### config.mk
export PLATFORM = sky130hd
export DESIGN_NAME = asrv32_timer_bridge
export DESIGN_NICKNAME = d
export VERILOG_FILES = /design/src/rtl/asrv32_timer_bridge.sv
export SDC_FILE = /design/constraint.sdc
export NUM_CORES = 1
export LEC_CHECK = 0
export BUFFER_PORTS_ARGS = -buffer_cell sky130_fd_sc_hd__buf_2
export CAP_MARGIN = 20
export CORE_ASPECT_RATIO = 2
export CORE_MARGIN = 3
export CORE_UTILIZATION = 45
export CTS_CLUSTER_DIAMETER = 150
export DETAILED_ROUTE_END_ITERATION = 6
export GPL_TIMING_DRIVEN = 0
export HOLD_SLACK_MARGIN = 0.08
export PLACE_DENSITY = 0.64
export SLEW_MARGIN = 5
export SYNTH_ARGS = -nofsm -noshare
export SYNTH_HDL_FRONTEND = slang
export SYNTH_SLANG_ARGS = --single-unit
### constraint.sdc
create_clock -name i_clk -period 3.3 [get_ports i_clk]
set_input_delay 0 -clock i_clk [delete_from_list [all_inputs] [get_ports i_clk]]
set_output_delay 0 -clock i_clk [all_outputs]
set_load 0.05 [all_outputs]
### src/rtl/asrv32_timer_bridge.sv
// asrv32_timer_bridge: bus-mapped machine timer / MSIP register window.
// Turns 32-bit stores into 64-bit commit pulses toward the CSR unit and keeps
// shadow copies of mtime/mtimecmp so loads return coherent values.
module asrv32_timer_bridge #(
  parameter logic [31:0] BASE_ADDR    = 32'h8000_0000,
  parameter int          CLK_FREQ_MHZ = 100
) (
  input  logic        i_clk,
  input  logic        i_rst,
  input  logic        i_stb,
  input  logic        i_we,
  input  logic [31:0] i_addr,
  input  logic [31:0] i_wdata,
  input  logic [3:0]  i_wsel,
  output logic        o_ack,
  output logic [31:0] o_rdata,
  output logic        o_mtime_wr_en,
  output logic        o_mtimecmp_wr_en,
  output logic [63:0] o_mtime_din,
  output logic [63:0] o_mtimecmp_din,
  output logic        o_software_interrupt,
  output logic        o_timer_pending
);

  // Last value of the millisecond prescaler before it wraps and mtime ticks.
  localparam logic [31:0] MS_LAST = 32'((CLK_FREQ_MHZ * 1000000) / 1000 - 1);

  localparam logic [4:0] OFF_MSIP   = 5'h00;
  localparam logic [4:0] OFF_CMP_LO = 5'h08;
  localparam logic [4:0] OFF_CMP_HI = 5'h0C;
  localparam logic [4:0] OFF_MT_LO  = 5'h10;
  localparam logic [4:0] OFF_MT_HI  = 5'h14;

  logic [63:0] mtime;
  logic [63:0] mtimecmp;
  logic [31:0] ms_cnt;
  logic [31:0] mt_stage;
  logic [31:0] cmp_stage;
  logic        mt_staged;
  logic        cmp_staged;
  logic [31:0] mt_snap;
  logic        last_lo_rd;
  logic        msip;
  logic [31:0] rd_val;

  logic hit, rd, wr, full, tick;
  logic sel_msip, sel_cmp_lo, sel_cmp_hi, sel_mt_lo, sel_mt_hi;
  logic [63:0] mtime_new, cmp_new;

  assign hit        = (i_addr[31:5] == BASE_ADDR[31:5]);
  assign sel_msip   = hit && (i_addr[4:0] == OFF_MSIP);
  assign sel_cmp_lo = hit && (i_addr[4:0] == OFF_CMP_LO);
  assign sel_cmp_hi = hit && (i_addr[4:0] == OFF_CMP_HI);
  assign sel_mt_lo  = hit && (i_addr[4:0] == OFF_MT_LO);
  assign sel_mt_hi  = hit && (i_addr[4:0] == OFF_MT_HI);
  assign rd         = i_stb && !i_we;
  assign wr         = i_stb && i_we;
  assign full       = (i_wsel == 4'hF);
  assign tick       = (ms_cnt == MS_LAST);

  // A HI store commits the staged LO half if present, else keeps the live LO.
  assign mtime_new = {i_wdata, mt_staged ? mt_stage : mtime[31:0]};
  assign cmp_new   = {i_wdata, cmp_staged ? cmp_stage : mtimecmp[31:0]};

  assign o_software_interrupt = msip;
  assign o_timer_pending      = (mtime >= mtimecmp);

  // Load data mux; MTIME_HI returns the snapshot only right after an MTIME_LO load.
  always_comb begin
    rd_val = '0;
    if (sel_msip)   rd_val = {31'b0, msip};
    if (sel_cmp_lo) rd_val = mtimecmp[31:0];
    if (sel_cmp_hi) rd_val = mtimecmp[63:32];
    if (sel_mt_lo)  rd_val = mtime[31:0];
    if (sel_mt_hi)  rd_val = last_lo_rd ? mt_snap : mtime[63:32];
  end

  // Bus response, read snapshot and MSIP register.
  always_ff @(posedge i_clk) begin
    if (i_rst) begin
      o_ack      <= 1'b0;
      o_rdata    <= '0;
      mt_snap    <= '0;
      last_lo_rd <= 1'b0;
      msip       <= 1'b0;
    end else begin
      o_ack <= i_stb;
      if (i_stb) begin
        last_lo_rd <= rd && sel_mt_lo;
        o_rdata    <= rd ? rd_val : 32'h0;
        if (rd && sel_mt_lo) mt_snap <= mtime[63:32];
        if (wr && sel_msip && i_wsel[0]) msip <= i_wdata[0];
      end
    end
  end

  // Shadow mtime with millisecond prescaler; a commit beats a same-cycle tick.
  always_ff @(posedge i_clk) begin
    if (i_rst) begin
      mtime         <= '0;
      ms_cnt        <= '0;
      mt_stage      <= '0;
      mt_staged     <= 1'b0;
      o_mtime_wr_en <= 1'b0;
      o_mtime_din   <= '0;
    end else begin
      o_mtime_wr_en <= 1'b0;
      if (wr && sel_mt_lo && full) begin
        mt_stage  <= i_wdata;
        mt_staged <= 1'b1;
      end
      if (wr && sel_mt_hi && full) begin
        o_mtime_wr_en <= 1'b1;
        o_mtime_din   <= mtime_new;
        mtime         <= mtime_new;
        ms_cnt        <= '0;
        mt_staged     <= 1'b0;
      end else if (tick) begin
        ms_cnt <= '0;
        mtime  <= mtime + 64'd1;
      end else begin
        ms_cnt <= ms_cnt + 32'd1;
      end
    end
  end

  // Shadow mtimecmp with LO staging and commit pulse.
  always_ff @(posedge i_clk) begin
    if (i_rst) begin
      mtimecmp         <= '0;
      cmp_stage        <= '0;
      cmp_staged       <= 1'b0;
      o_mtimecmp_wr_en <= 1'b0;
      o_mtimecmp_din   <= '0;
    end else begin
      o_mtimecmp_wr_en <= 1'b0;
      if (wr && sel_cmp_lo && full) begin
        cmp_stage  <= i_wdata;
        cmp_staged <= 1'b1;
      end
      if (wr && sel_cmp_hi && full) begin
        o_mtimecmp_wr_en <= 1'b1;
        o_mtimecmp_din   <= cmp_new;
        mtimecmp         <= cmp_new;
        cmp_staged       <= 1'b0;
      end
    end
  end

endmodule

==> results.env, run 1 <==
POWER.SHARE.SWITCHING=0.2154
SYN_NETS=2299
YS_SEQ_ELEMENTS=359
YOSYSMOSTFREQUENTCELL='sky130_fd_sc_hd__nand2_1'
DESIGN.PORTCOUNT=237
CLOCK_SINKS=359
POWER.NET_SWITCHING_W=0.001976
END_KIND='register'
WORSTMARGINPINSLEW_NS=1.148
CTS-ROOT-BUF='sky130_fd_sc_hd__clkbuf_16'
GLOBALROUTETOTALUTIL=0.3403
AREA_OVERHEAD_OF_THE_LAYOUT_RELATIVE_TO_SYNTHESIS_PCT=20.83
ANTENNA_FOUND_INITIAL=1
FINISH.INSTANCE_AREA_UM2=20660
MET3_WL_POST_DR_UM=4153
STATIC_LEAKAGE_nW=7.562
INITIAL_UTILIZATION=0.4572
CTS_TREE='built'
CTS_INSERTED_BUFFERS=35
DESIGN_INTERNAL_POWER_W=0.007197
RSZ_0062_RAISED_AFTER_GLOBAL_ROUTING='no'
YOSYS.AREA.TOP_TYPE='sky130_fd_sc_hd__dfxtp_1'
WORSTHOLDPATHTYPE='in -> reg'
CLKLATENCYLATEPIN_NS=0.54
GP_ROUTABILITY_CONGESTION=0.9886
IRDROPWORSTVDD_uV=370.5
HOLD_VIOL=0
AVGVIACOUNTPERCELL=5.918
CRITICAL_PATH_CLASS='reg -> reg'
N_FILL_CELL=3625
NUMBER_OF_GLOBAL_ROUTE_VIAS_BEFORE_REPAIR=17782
POSTROUTEWIRELENGTH_UM=70390
GLOBALROUTEOVERFLOWTOTAL=0
YOSYSWARNINGCOUNT=0
SYN-MEAN-INSTANCE-AREA_UM2=7.914
SYNTH-EDFF-COUNT=0
DESIGN.FINAL.NETS=2616
ANTENNA_CELLS_INSERTED=0
YOSYSTOPAREACELLSHARE=0.4202
H_TREE_DEPTH=2
DETAILEDPLACEMENTHPWL_UM=55330
POWER_FRAC_SEQ=0.473
SLEW_VIOL_FINAL=0
LAYOUT.CORE_UTILIZATION=0.5524
ASYNC_S_R_FF_SHARE_SYNTH=0
MAX_CAP_VIOL_COUNT=0
CLK_PIN_SLEW_NS=0.07
DIEAREA_UM2=40520
POWER.DENSITY_CELL_AREA_nW_PER_UM2=443.9
DIE_X_UM=143.9
MAX_FREQ_MHz=311.4
SYNTHESIS.AREA_UM2=17100
YS_DOMINANT_REG_CELL='sky130_fd_sc_hd__dfxtp_1'
STARTPOINT_TYPE='register'
MAX_SLEW_MARGIN=0.2347
CRITICAL_PATH.MAX_FANOUT=10
FINALSETUPVIOLCOUNT=0
COREAREA_UM2=37410
P_CLK_FRAC=0.495
FLOORPLAN.ROWS=100
NETLIST_TOP_CELLS_COUNT='sky130_fd_sc_hd__nand2_1, sky130_fd_sc_hd__dfxtp_1, sky130_fd_sc_hd__a21oi_1'
DETAILROUTE.VIA_COUNT=17522
ANT_NETS=0
WL_PER_CELL_UM=23.77
DISTINCT_CELL_TYPE_COUNT_OF_THE_SYNTHESIZED_NETLIST=58
POST_ROUTE_CELLS_DRIVE_ABOVE_1_SHARE=0.1415
FIRSTDRTPASSITERS=5
RESULT_OF_THE_RUN='complete, no violations'
CLK_PATH_BUF_DEPTH=3
WORST-ENDPOINT-REQUIRED_NS=3.75
POSTPLACECELLAREA_UM2=18880
DETAILEDROUTE.FIRSTITERATIONVIOLATIONS=1209
POST_SYNTHESIS_SEQUENTIAL_AREA_RATIO=0.4202
LARGEST_NET_DEGREE_AT_THE_START_OF_GLOBAL_ROUTING=16
POST-ROUTE-DRC-COUNT=0
SYNTH_TOP_CELLS_BY_AREA='sky130_fd_sc_hd__dfxtp_1, sky130_fd_sc_hd__nand2_1, sky130_fd_sc_hd__a21oi_1, sky130_fd_sc_hd__ha_1, sky130_fd_sc_hd__mux2i_1'
FIN_CRIT_SHARE=0.9732
GATE_COUNT_OF_THE_MAPPED_NETLIST=2161
COMBPWRFRAC=0.032
CP.ARRIVAL_NS=3.66
GRT_FIRST_PASS_WIRELENGTH_UM=104100
NUMPORTBUFFERS=236
TOPROUTINGLAYERUSED='met5'
TMIN_FINAL_NS=3.211
DIE_SPAN_IN_Y_UM=281.7
CLOCK-SKEW-FINAL_NS=0.01802
ROUTED-WL-MET2_UM=35900
WL_MET1_UM=23720
[flip-flops by register name, summed over array words and instances (netlist names)]
signal / count
mtime: 64
mtimecmp: 64
o_mtime_din: 64
cmp_stage: 32
ms_cnt: 32
mt_snap: 32
mt_stage: 32
o_rdata: 32
cmp_staged: 1
last_lo_rd: 1
mt_staged: 1
o_ack: 1
o_mtime_wr_en: 1
o_mtimecmp_wr_en: 1
o_software_interrupt: 1
[worst max-delay path: stages, from the launching register on]
cell and delay [ns]:
sky130_fd_sc_hd__dfxtp_1 0.56, sky130_fd_sc_hd__and4_1 0.26, sky130_fd_sc_hd__buf_2 0.16, sky130_fd_sc_hd__nand4_1 0.25
sky130_fd_sc_hd__nor2_2 0.51, sky130_fd_sc_hd__clkbuf_1 0.59, sky130_fd_sc_hd__nand4_1 0.26, sky130_fd_sc_hd__or3_1 0.37
sky130_fd_sc_hd__a31oi_1 0.16
[cells in the final DEF, fill, tap and decap left out, types with 37 or more instances in the layout]
cell / count
sky130_fd_sc_hd__clkbuf_16: 37
sky130_fd_sc_hd__dfxtp_1: 359
sky130_fd_sc_hd__nor2_1: 168
sky130_fd_sc_hd__nand3_1: 75
sky130_fd_sc_hd__clkbuf_1: 126
sky130_fd_sc_hd__nand2_1: 459
sky130_fd_sc_hd__dlygate4sd3_1: 40
sky130_fd_sc_hd__buf_2: 252
sky130_fd_sc_hd__nand4_1: 46
sky130_fd_sc_hd__o21ai_0: 48
sky130_fd_sc_hd__a21oi_1: 220
sky130_fd_sc_hd__mux2i_1: 65
sky130_fd_sc_hd__a211oi_1: 47
sky130_fd_sc_hd__o211ai_1: 46
sky130_fd_sc_hd__ha_1: 66
sky130_fd_sc_hd__inv_1: 90
[metrics by stage]
step	TNS [ns]	std cells	hold slack (ns)	total power, W	worst slack [ns]
2_1_floorplan	0	2161	0.1360	0.004522	0.1634
3_3_place_gp	-4.183	2856	0.3200	0.004685	-0.5981
3_5_place_dp	-5.653	2858	0.3293	0.004687	-0.2698
4_1_cts	0	2958	0.1457	0.009209	0.0002354
5_1_grt	0	2961	0.2263	0.009372	0.02022
6_report	0	2961	0.1885	0.009173	0.08851
[power by group through the flow]
stage / registers [W] / logic, W / clock network, W
finish: 0.00434 / 0.000292 / 0.00454
global route: 0.00434 / 0.000303 / 0.00473
CTS: 0.00434 / 0.000287 / 0.00458
detailed placement: 0.00444 / 0.000251 / 0
global placement: 0.00444 / 0.000248 / 0
floorplan: 0.00444 / 0.0000836 / 0
[timing repair]
action | in CTS | in global routing
buffers inserted | 0 | 3
pin swaps | 0 | 2
resized for setup | 8 | 7
endpoints found under the hold margin | 169 | 0
setup endpoints to repair | 20 | 28
hold buffers | 40 | 0
[layout make-up]
type	count	area [µm²]	share of cell area
Buffer	144	570.5	0.02761
Clock buffer	52	1102	0.05334
Clock inverter	9	195.2	0.009445
Inverter	91	341.6	0.01653
Multi-Input combinational cell	1565	9070	0.4389
Sequential cell	359	7187	0.3478
Tap cell	459	574.3	0.02779
Timing Repair Buffer	282	1624	0.07859
[metal layers]
layer / GRT usage / vias to the layer above
li1: - / 8214
met1: 0.3392 / 8171
met5: 0 / -
met4: 0.2699 / 2
met2: 0.6149 / 829
met3: 0.04888 / 306
[worst paths after layout]
check                                endpoint                       from  slack [ns]  cells past startpoint
setup / recovery       mtime[19]$_SDFFE_PP0P_      mtime[3]$_SDFFE_PP0P_        0.09                      8
hold / removal    o_mtimecmp_wr_en$_SDFF_PP0_                  i_wsel[1]        0.19                      5
setup reg to reg       mtime[19]$_SDFFE_PP0P_      mtime[3]$_SDFFE_PP0P_        0.09                      8
hold reg to reg     cmp_stage[6]$_SDFFE_PP0P_  cmp_stage[6]$_SDFFE_PP0P_        0.45                      2
[logic make-up (layout without fill, tap and decap cells)]
family	after synthesis	in the layout	synth area share
AOI/OAI and AO/OA	478	478	0.1727
xor gates and xnor gates	38	38	0.01946
adders and majority gates	66	66	0.04828
buffers and inverters	237	578	0.05377
DFF	359	359	0.4202
muxes	87	87	0.05253
and+or+nand+nor	896	896	0.2330
Power figures use the tool's default switching activity.
==> inputs of run 2 (changes only) <==
RECOVER_POWER = 25   (was unset)
SLEW_MARGIN = unset   (was 5)
clock period = 3.4 ns   (was 3.3 ns; I/O delays follow)
==> results.env, run 2 (synthesis gave the netlist of run 1 again) <==
COREAREA_UM2=37410  # unchanged
NUMBER_OF_GLOBAL_ROUTE_VIAS_BEFORE_REPAIR=17861  # +0.44%
LAYOUT.CORE_UTILIZATION=0.5445  # -0.007827
FINALSETUPVIOLCOUNT=0  # unchanged
FINISH.INSTANCE_AREA_UM2=20370  # -1.4%
PLACE_WS_NS=-0.1811  # +0.08869 ns
FIRSTDRTPASSITERS=7  # +2
WORST-ENDPOINT-REQUIRED_NS=3.84  # +0.09 ns
POWER.DENSITY_CELL_AREA_nW_PER_UM2=421.2  # -5.1%
FIN_CRIT_SHARE=0.9832  # +0.01003
FLOORPLAN.ROWS=100  # unchanged
MOST-COMMON-LAYOUT-CELLS='sky130_fd_sc_hd__nand2_1, sky130_fd_sc_hd__dfxtp_1, sky130_fd_sc_hd__clkbuf_1'
DIE_SPAN_IN_Y_UM=281.7  # unchanged
DIE_X_UM=143.9  # unchanged
RESULT_OF_THE_RUN='finished with violations'
GLOBALROUTEOVERFLOWTOTAL=0  # unchanged
MAX_CAP_VIOL_COUNT=0  # unchanged
INITIAL_UTILIZATION=0.4572  # unchanged
CLOCK-SKEW-FINAL_NS=0.01293  # -0.005095 ns
WL_MET1_UM=23550  # -0.70%
ANTENNA_CELLS_INSERTED=0  # unchanged
TOTAL_POWER_W=0.008581  # -6.4%
P_CLK_FRAC=0.476  # -0.019
POSTPLACECELLAREA_UM2=18870  # about the same
ROUTED-WL-MET2_UM=36100  # +0.55%
GRT_FIRST_PASS_WIRELENGTH_UM=104500  # +0.36%
VIOLATIONS_IN_THE_FINAL_REPORTS='design-rule violations'
LAYOUT_SETUP_WS_NS=0.05710  # -0.03140 ns
LARGEST_NET_DEGREE_AT_THE_START_OF_GLOBAL_ROUTING=17  # +1
IRDROPWORSTVDD_uV=317.0  # -14%
DETAILROUTE.VIA_COUNT=17694  # +0.98%
N_FILL_CELL=3713  # +2.4%
POWER_FRAC_SEQ=0.490  # +0.017
DESIGN.FINAL.NETS=2616  # unchanged
AVGVIACOUNTPERCELL=5.976  # +0.98%
POWER.NET_SWITCHING_W=0.001986  # +0.49%
TOPROUTINGLAYERUSED='met4'
DETAILEDROUTE.FIRSTITERATIONVIOLATIONS=1291  # +6.8%
CRITICAL_PATH_CLASS='reg -> reg'
MOSTFREQUENTLAYOUTCELL='sky130_fd_sc_hd__nand2_1'
CP.ARRIVAL_NS=3.78  # +0.12 ns
H_TREE_DEPTH=2  # unchanged
MAX_SLEW_MARGIN=0.2226  # -0.01208
WORSTHOLDPATHTYPE='in -> reg'
STARTPOINT_TYPE='register'
DESIGN_INTERNAL_POWER_W=0.006596  # -8.4%
RSZ_0062_RAISED_AFTER_GLOBAL_ROUTING='no'
TMIN_FINAL_NS=3.343  # +0.1314 ns
DETAILEDPLACEMENTHPWL_UM=55360  # about the same
POST-ROUTE-DRC-COUNT=6  # +6
AREA_OVERHEAD_OF_THE_LAYOUT_RELATIVE_TO_SYNTHESIS_PCT=19.12
MAX_FREQ_MHz=299.1  # -3.9%
END_KIND='register'
CTS-ROOT-BUF='sky130_fd_sc_hd__clkbuf_16'
GLOBALROUTETOTALUTIL=0.3423  # +0.002017
COMBPWRFRAC=0.033  # about the same
DIEAREA_UM2=40520  # unchanged
POWER.SHARE.SWITCHING=0.2314  # +0.01597
ANT_NETS=0  # unchanged
FIN_TNS_SETUP_NS=0  # unchanged
CLOCK_SINKS=359  # unchanged
GP_ROUTABILITY_CONGESTION=0.9886  # unchanged
SLEW_VIOL_FINAL=0  # unchanged
POST_ROUTE_CELLS_DRIVE_ABOVE_1_SHARE=0.08953  # -0.05196
DESIGN.PORTCOUNT=237  # unchanged
WORSTMARGINPINSLEW_NS=1.166  # +0.01812 ns
ANTENNA_FOUND_INITIAL=1  # unchanged
CLK_PATH_BUF_DEPTH=3  # unchanged
CTS_INSERTED_BUFFERS=35  # unchanged
REG_TOP3='mtime (64), mtimecmp (64), o_mtime_din (64)'
CLKLATENCYLATEPIN_NS=0.54  # about the same
CTS_TREE='built'
CLK_PIN_SLEW_NS=0.07  # about the same
HOLD_VIOL=0  # unchanged
POSTROUTEWIRELENGTH_UM=70970  # +0.82%
CRITICAL_PATH.MAX_FANOUT=10  # unchanged
NUMPORTBUFFERS=236  # unchanged
STATIC_LEAKAGE_nW=6.908  # -8.6%
MET3_WL_POST_DR_UM=4789  # +15%
WL_PER_CELL_UM=23.97  # +0.82%
run 2: cell count changes in the layout (fill, tap and decap cells not counted), sizes merged:
cell      before  now
bufinv         6    3
buf          262  129
clkinvlp       0    3
clkinv         4   13
clkbuf       176  299
inv           90   91
run 2: cell type report:
type                       count  area (µm²)  area share
multi-input combinational   1565        9066      0.4450
timing repair buffer         281        1455     0.07143
inverter                      91       341.6     0.01677
buffer                       145       575.6     0.02825
clock buffer                  42       984.7     0.04834
clock inverter                19       187.7    0.009213
tap                          459       574.3     0.02819
sequential                   359        7187      0.3528
run 2: metrics by stage:
| step | hold WS, ns | instances |
|---|---|---|
| after detailed placement | 0.3239 | 2857 |
| after global routing | 0.2154 | 2961 |
| after global placement | 0.3200 | 2856 |
| after CTS | 0.1462 | 2959 |
| final | 0.1946 | 2961 |
| after floorplan | 0.1360 | 2161 |
run 2: worst paths after layout:
check	depth (start not counted)	from	slack, ns	endpoint
min reg2reg	2	cmp_stage[2]$_SDFFE_PP0P_	0.45	cmp_stage[2]$_SDFFE_PP0P_
max reg2reg	8	mtime[24]$_SDFFE_PP0P_	0.06	mtime[34]$_SDFFE_PP0P_
max	8	mtime[24]$_SDFFE_PP0P_	0.06	mtime[34]$_SDFFE_PP0P_
min	5	i_wsel[1]	0.19	o_mtimecmp_wr_en$_SDFF_PP0_
run 2: power groups by stage:
stage	Combinational (W)	Sequential [W]	Clock, W
detailed placement	0.000243	0.00431	0
global route	0.000295	0.00421	0.00426
floorplan	0.0000811	0.00431	0
global placement	0.000241	0.00431	0
finish	0.000284	0.00421	0.00409
CTS	0.000278	0.00421	0.00412
run 2: routing by layer:
metal | vias up | track usage
met5 | - | 0
met4 | 0 | 0.2629
met3 | 312 | 0.05601
met2 | 845 | 0.6168
met1 | 8300 | 0.3422
li1 | 8237 | -
run 2: worst max-delay path, stage by stage, from the launching register on:
cell and delay [ns]:
sky130_fd_sc_hd__dfxtp_1 0.56, sky130_fd_sc_hd__nand4_1 0.26, sky130_fd_sc_hd__nor2_2 0.38, sky130_fd_sc_hd__and4_1 0.56, sky130_fd_sc_hd__nand4_1 0.26, sky130_fd_sc_hd__clkbuf_1 0.32
sky130_fd_sc_hd__clkbuf_1 0.37, sky130_fd_sc_hd__xor2_1 0.24, sky130_fd_sc_hd__a211oi_1 0.29
run 2: what timing repair did:
item / 4_1_cts / 5_1_grt
setup endpoints to repair: 11 / 47
pin swaps: 1 / 1
buffers inserted: 1 / 2
gates cloned: 0 / 0
hold buffers: 40 / 0
endpoints found under the hold margin: 169 / 0
resized for setup: 8 / 7
==> inputs of run 3 (changes only) <==
GPL_TIMING_DRIVEN = unset   (was 0)
SKIP_CTS_REPAIR_TIMING = 1   (was unset)
==> results.env, run 3 (synthesis gave the netlist of run 1 again) <==
CTS_INSERTED_BUFFERS=35  # unchanged
STATIC_LEAKAGE_nW=6.918  # +0.14%
WORSTREG2REGSTART='mtime[34]$_SDFFE_PP0P_'
ANTENNA_CELLS_INSERTED=0  # unchanged
CTS-ROOT-BUF='sky130_fd_sc_hd__clkbuf_16'
HOLD_VIOL=0  # unchanged
AREA_OVERHEAD_OF_THE_LAYOUT_RELATIVE_TO_SYNTHESIS_PCT=17.89
IRDROPWORSTVDD_uV=410.7  # +30%
VIOLATIONS_IN_THE_FINAL_REPORTS='max-capacitance violations, max-slew violations'
REG2REG_TO='mtime[53]$_SDFFE_PP0P_'
CLK_PATH_BUF_DEPTH=3  # unchanged
CLOCK-SKEW-FINAL_NS=0.01543  # +0.002500 ns
DESIGN.PORTCOUNT=237  # unchanged
LARGEST_NET_DEGREE_AT_THE_START_OF_GLOBAL_ROUTING=94  # +77
HOLD_PATH_STARTPOINT='i_stb'
NUMBER_OF_GLOBAL_ROUTE_VIAS_BEFORE_REPAIR=16293  # -8.8%
TIMING.REG2REG.WORST_PATH_DEPTH=6  # -2
MAX_CAP_VIOL_COUNT=1  # +1
DESIGN.FINAL.NETS=2521  # -3.6%
WORST-ENDPOINT-REQUIRED_NS=3.40  # -0.44 ns
NUMPORTBUFFERS=236  # unchanged
HOLDPATHSTAGES=4  # -1
REG_TOP3='mtime (64), mtimecmp (64), o_mtime_din (64)'
CTS_TREE='built'
GRT_FIRST_PASS_WIRELENGTH_UM=93500  # -10%
CP.ARRIVAL_NS=3.28  # -0.50 ns
FIRSTDRTPASSITERS=7  # unchanged
TMIN_FINAL_NS=3.279  # -0.06406 ns
AVGVIACOUNTPERCELL=5.900  # -1.3%
MAX_SLEW_MARGIN=-0.2092  # -0.4318
DETAILEDROUTE.FIRSTITERATIONVIOLATIONS=1268  # -1.8%
DIE_X_UM=143.9  # unchanged
GLOBALROUTETOTALUTIL=0.2961  # -0.04620
STARTPOINT_TYPE='register'
MAX_FREQ_MHz=305.0  # +2.0%
MOSTFREQUENTLAYOUTCELL='sky130_fd_sc_hd__nand2_1'
RESULT_OF_THE_RUN='finished with violations'
MOST-COMMON-LAYOUT-CELLS='sky130_fd_sc_hd__nand2_1, sky130_fd_sc_hd__dfxtp_1, sky130_fd_sc_hd__a21oi_1'
DIE_SPAN_IN_Y_UM=281.7  # unchanged
GLOBALROUTEOVERFLOWTOTAL=0  # unchanged
CRITICAL_PATH.MAX_FANOUT=4  # -6
CLKLATENCYLATEPIN_NS=0.54  # about the same
POST-ROUTE-DRC-COUNT=0  # -6
COREAREA_UM2=37410  # unchanged
WORSTHOLDPATHTYPE='in -> reg'
CLK_PIN_SLEW_NS=0.07  # about the same
FINALSETUPVIOLCOUNT=0  # unchanged
GP_ROUTABILITY_CONGESTION=0.9326  # -5.7%
POSTROUTEWIRELENGTH_UM=62210  # -12%
END_KIND='output port'
RSZ_0062_RAISED_AFTER_GLOBAL_ROUTING='no'
ANTENNA_FOUND_INITIAL=0  # -1
POWER.DENSITY_CELL_AREA_nW_PER_UM2=423.5  # +0.55%
ANT_NETS=0  # unchanged
CLOCK_SINKS=359  # unchanged
TIMING.HOLD.WORST_ENDPOINT='o_ack$_SDFF_PP0_'
FIN_CRIT_SHARE=0.9644  # -0.01884
POST_ROUTE_CELLS_DRIVE_ABOVE_1_SHARE=0.1051  # +0.01558
POSTPLACECELLAREA_UM2=18780  # -0.48%
LAYOUT.CORE_UTILIZATION=0.5389  # -0.005618
INITIAL_UTILIZATION=0.4572  # unchanged
CRITICAL_PATH_CLASS='reg -> out'
DETAILEDPLACEMENTHPWL_UM=44830  # -19%
FINISH.INSTANCE_AREA_UM2=20160  # -1.0%
WORSTMARGINPINSLEW_NS=1.814  # +0.6477 ns
WORST-R2R-SETUP-SLACK_NS=0.50  # +0.44 ns
WL_PER_CELL_UM=21.71  # -9.4%
DIEAREA_UM2=40520  # unchanged
FLOORPLAN.ROWS=100  # unchanged
H_TREE_DEPTH=2  # unchanged
DETAILROUTE.VIA_COUNT=16908  # -4.4%
SLEW_VIOL_FINAL=76  # +76
-- run 3: cell types whose count changed in the layout (fill, tap and decap cells not counted), sizes merged --
| cell | before | now |
|---|---|---|
| clkbuf | 299 | 179 |
| dlygate4sd3 | 40 | 37 |
| buf | 129 | 163 |
| clkinvlp | 3 | 2 |
| inv | 91 | 90 |
| clkinv | 13 | 9 |
-- run 3: where the power goes --
part / total (W) / internal, W / switching, W
logic: 0.000246 / 0.0000763 / 0.000169
registers: 0.00421 / 0.00421 / 0.00000302
clock network: 0.00408 / 0.00235 / 0.00173
total: 0.00854 / 0.00663 / 0.00190
-- run 3: worst max-delay path, cell delays in order (launching register included) --
cell and delay [ns]:
sky130_fd_sc_hd__dfxtp_1 0.48, sky130_fd_sc_hd__inv_1 0.08, sky130_fd_sc_hd__ha_1 0.28, sky130_fd_sc_hd__nand4_1 0.16, sky130_fd_sc_hd__nor4_1 0.34, sky130_fd_sc_hd__buf_4 0.23
sky130_fd_sc_hd__o211ai_1 0.11, sky130_fd_sc_hd__o221ai_1 0.30, sky130_fd_sc_hd__a211oi_1 0.17, sky130_fd_sc_hd__o21ai_0 0.27, sky130_fd_sc_hd__buf_2 0.31
-- run 3: how the worst max path moves through the flow --
| stage | from | end | slack (ns) | cells past startpoint |
|---|---|---|---|---|
| finish | mtimecmp[42]$_SDFFE_PP0P_ | o_timer_pending | 0.12 | 10 |
| global route | mtimecmp[30]$_SDFFE_PP0P_ | o_timer_pending | 0.03 | 9 |
| CTS | mtimecmp[30]$_SDFFE_PP0P_ | o_timer_pending | -0.08 | 9 |
| detailed placement | mtimecmp[30]$_SDFFE_PP0P_ | o_timer_pending | 0.49 | 9 |
| global placement | mtimecmp[30]$_SDFFE_PP0P_ | o_timer_pending | 0.39 | 9 |
| floorplan | mtimecmp[43]$_SDFFE_PP0P_ | o_timer_pending | 0.26 | 8 |
-- run 3: routing by layer --
metal	wire (µm)	global-route usage
met1	23020	0.3311
met5	0	0
met3	3383	0.03666
met4	3657	0.1496
met2	32140	0.5410
-- run 3: through the flow --
stage | hold WS, ns | setup WS (ns) | std cells | setup TNS, ns | total power [W]
floorplan | 0.1360 | 0.2634 | 2161 | 0 | 0.004389
global placement | 0.3242 | 0.3857 | 2768 | 0 | 0.004514
detailed placement | 0.3301 | 0.4949 | 2768 | 0 | 0.004514
CTS | -0.2239 | -0.08136 | 2829 | -0.08136 | 0.008564
global route | 0.09733 | 0.03360 | 2866 | 0 | 0.008762
finish | 0.04012 | 0.1212 | 2866 | 0 | 0.008540
-- run 3: final cells by class --
cell class,count,area (µm²)
Multi-Input combinational cell,1565,9029
Inverter,91,341.6
Tap cell,459,574.3
Fill cell,3627,17250
Clock inverter,13,152.6
Sequential cell,359,7188
Clock buffer,48,1027
Timing Repair Buffer,331,1849
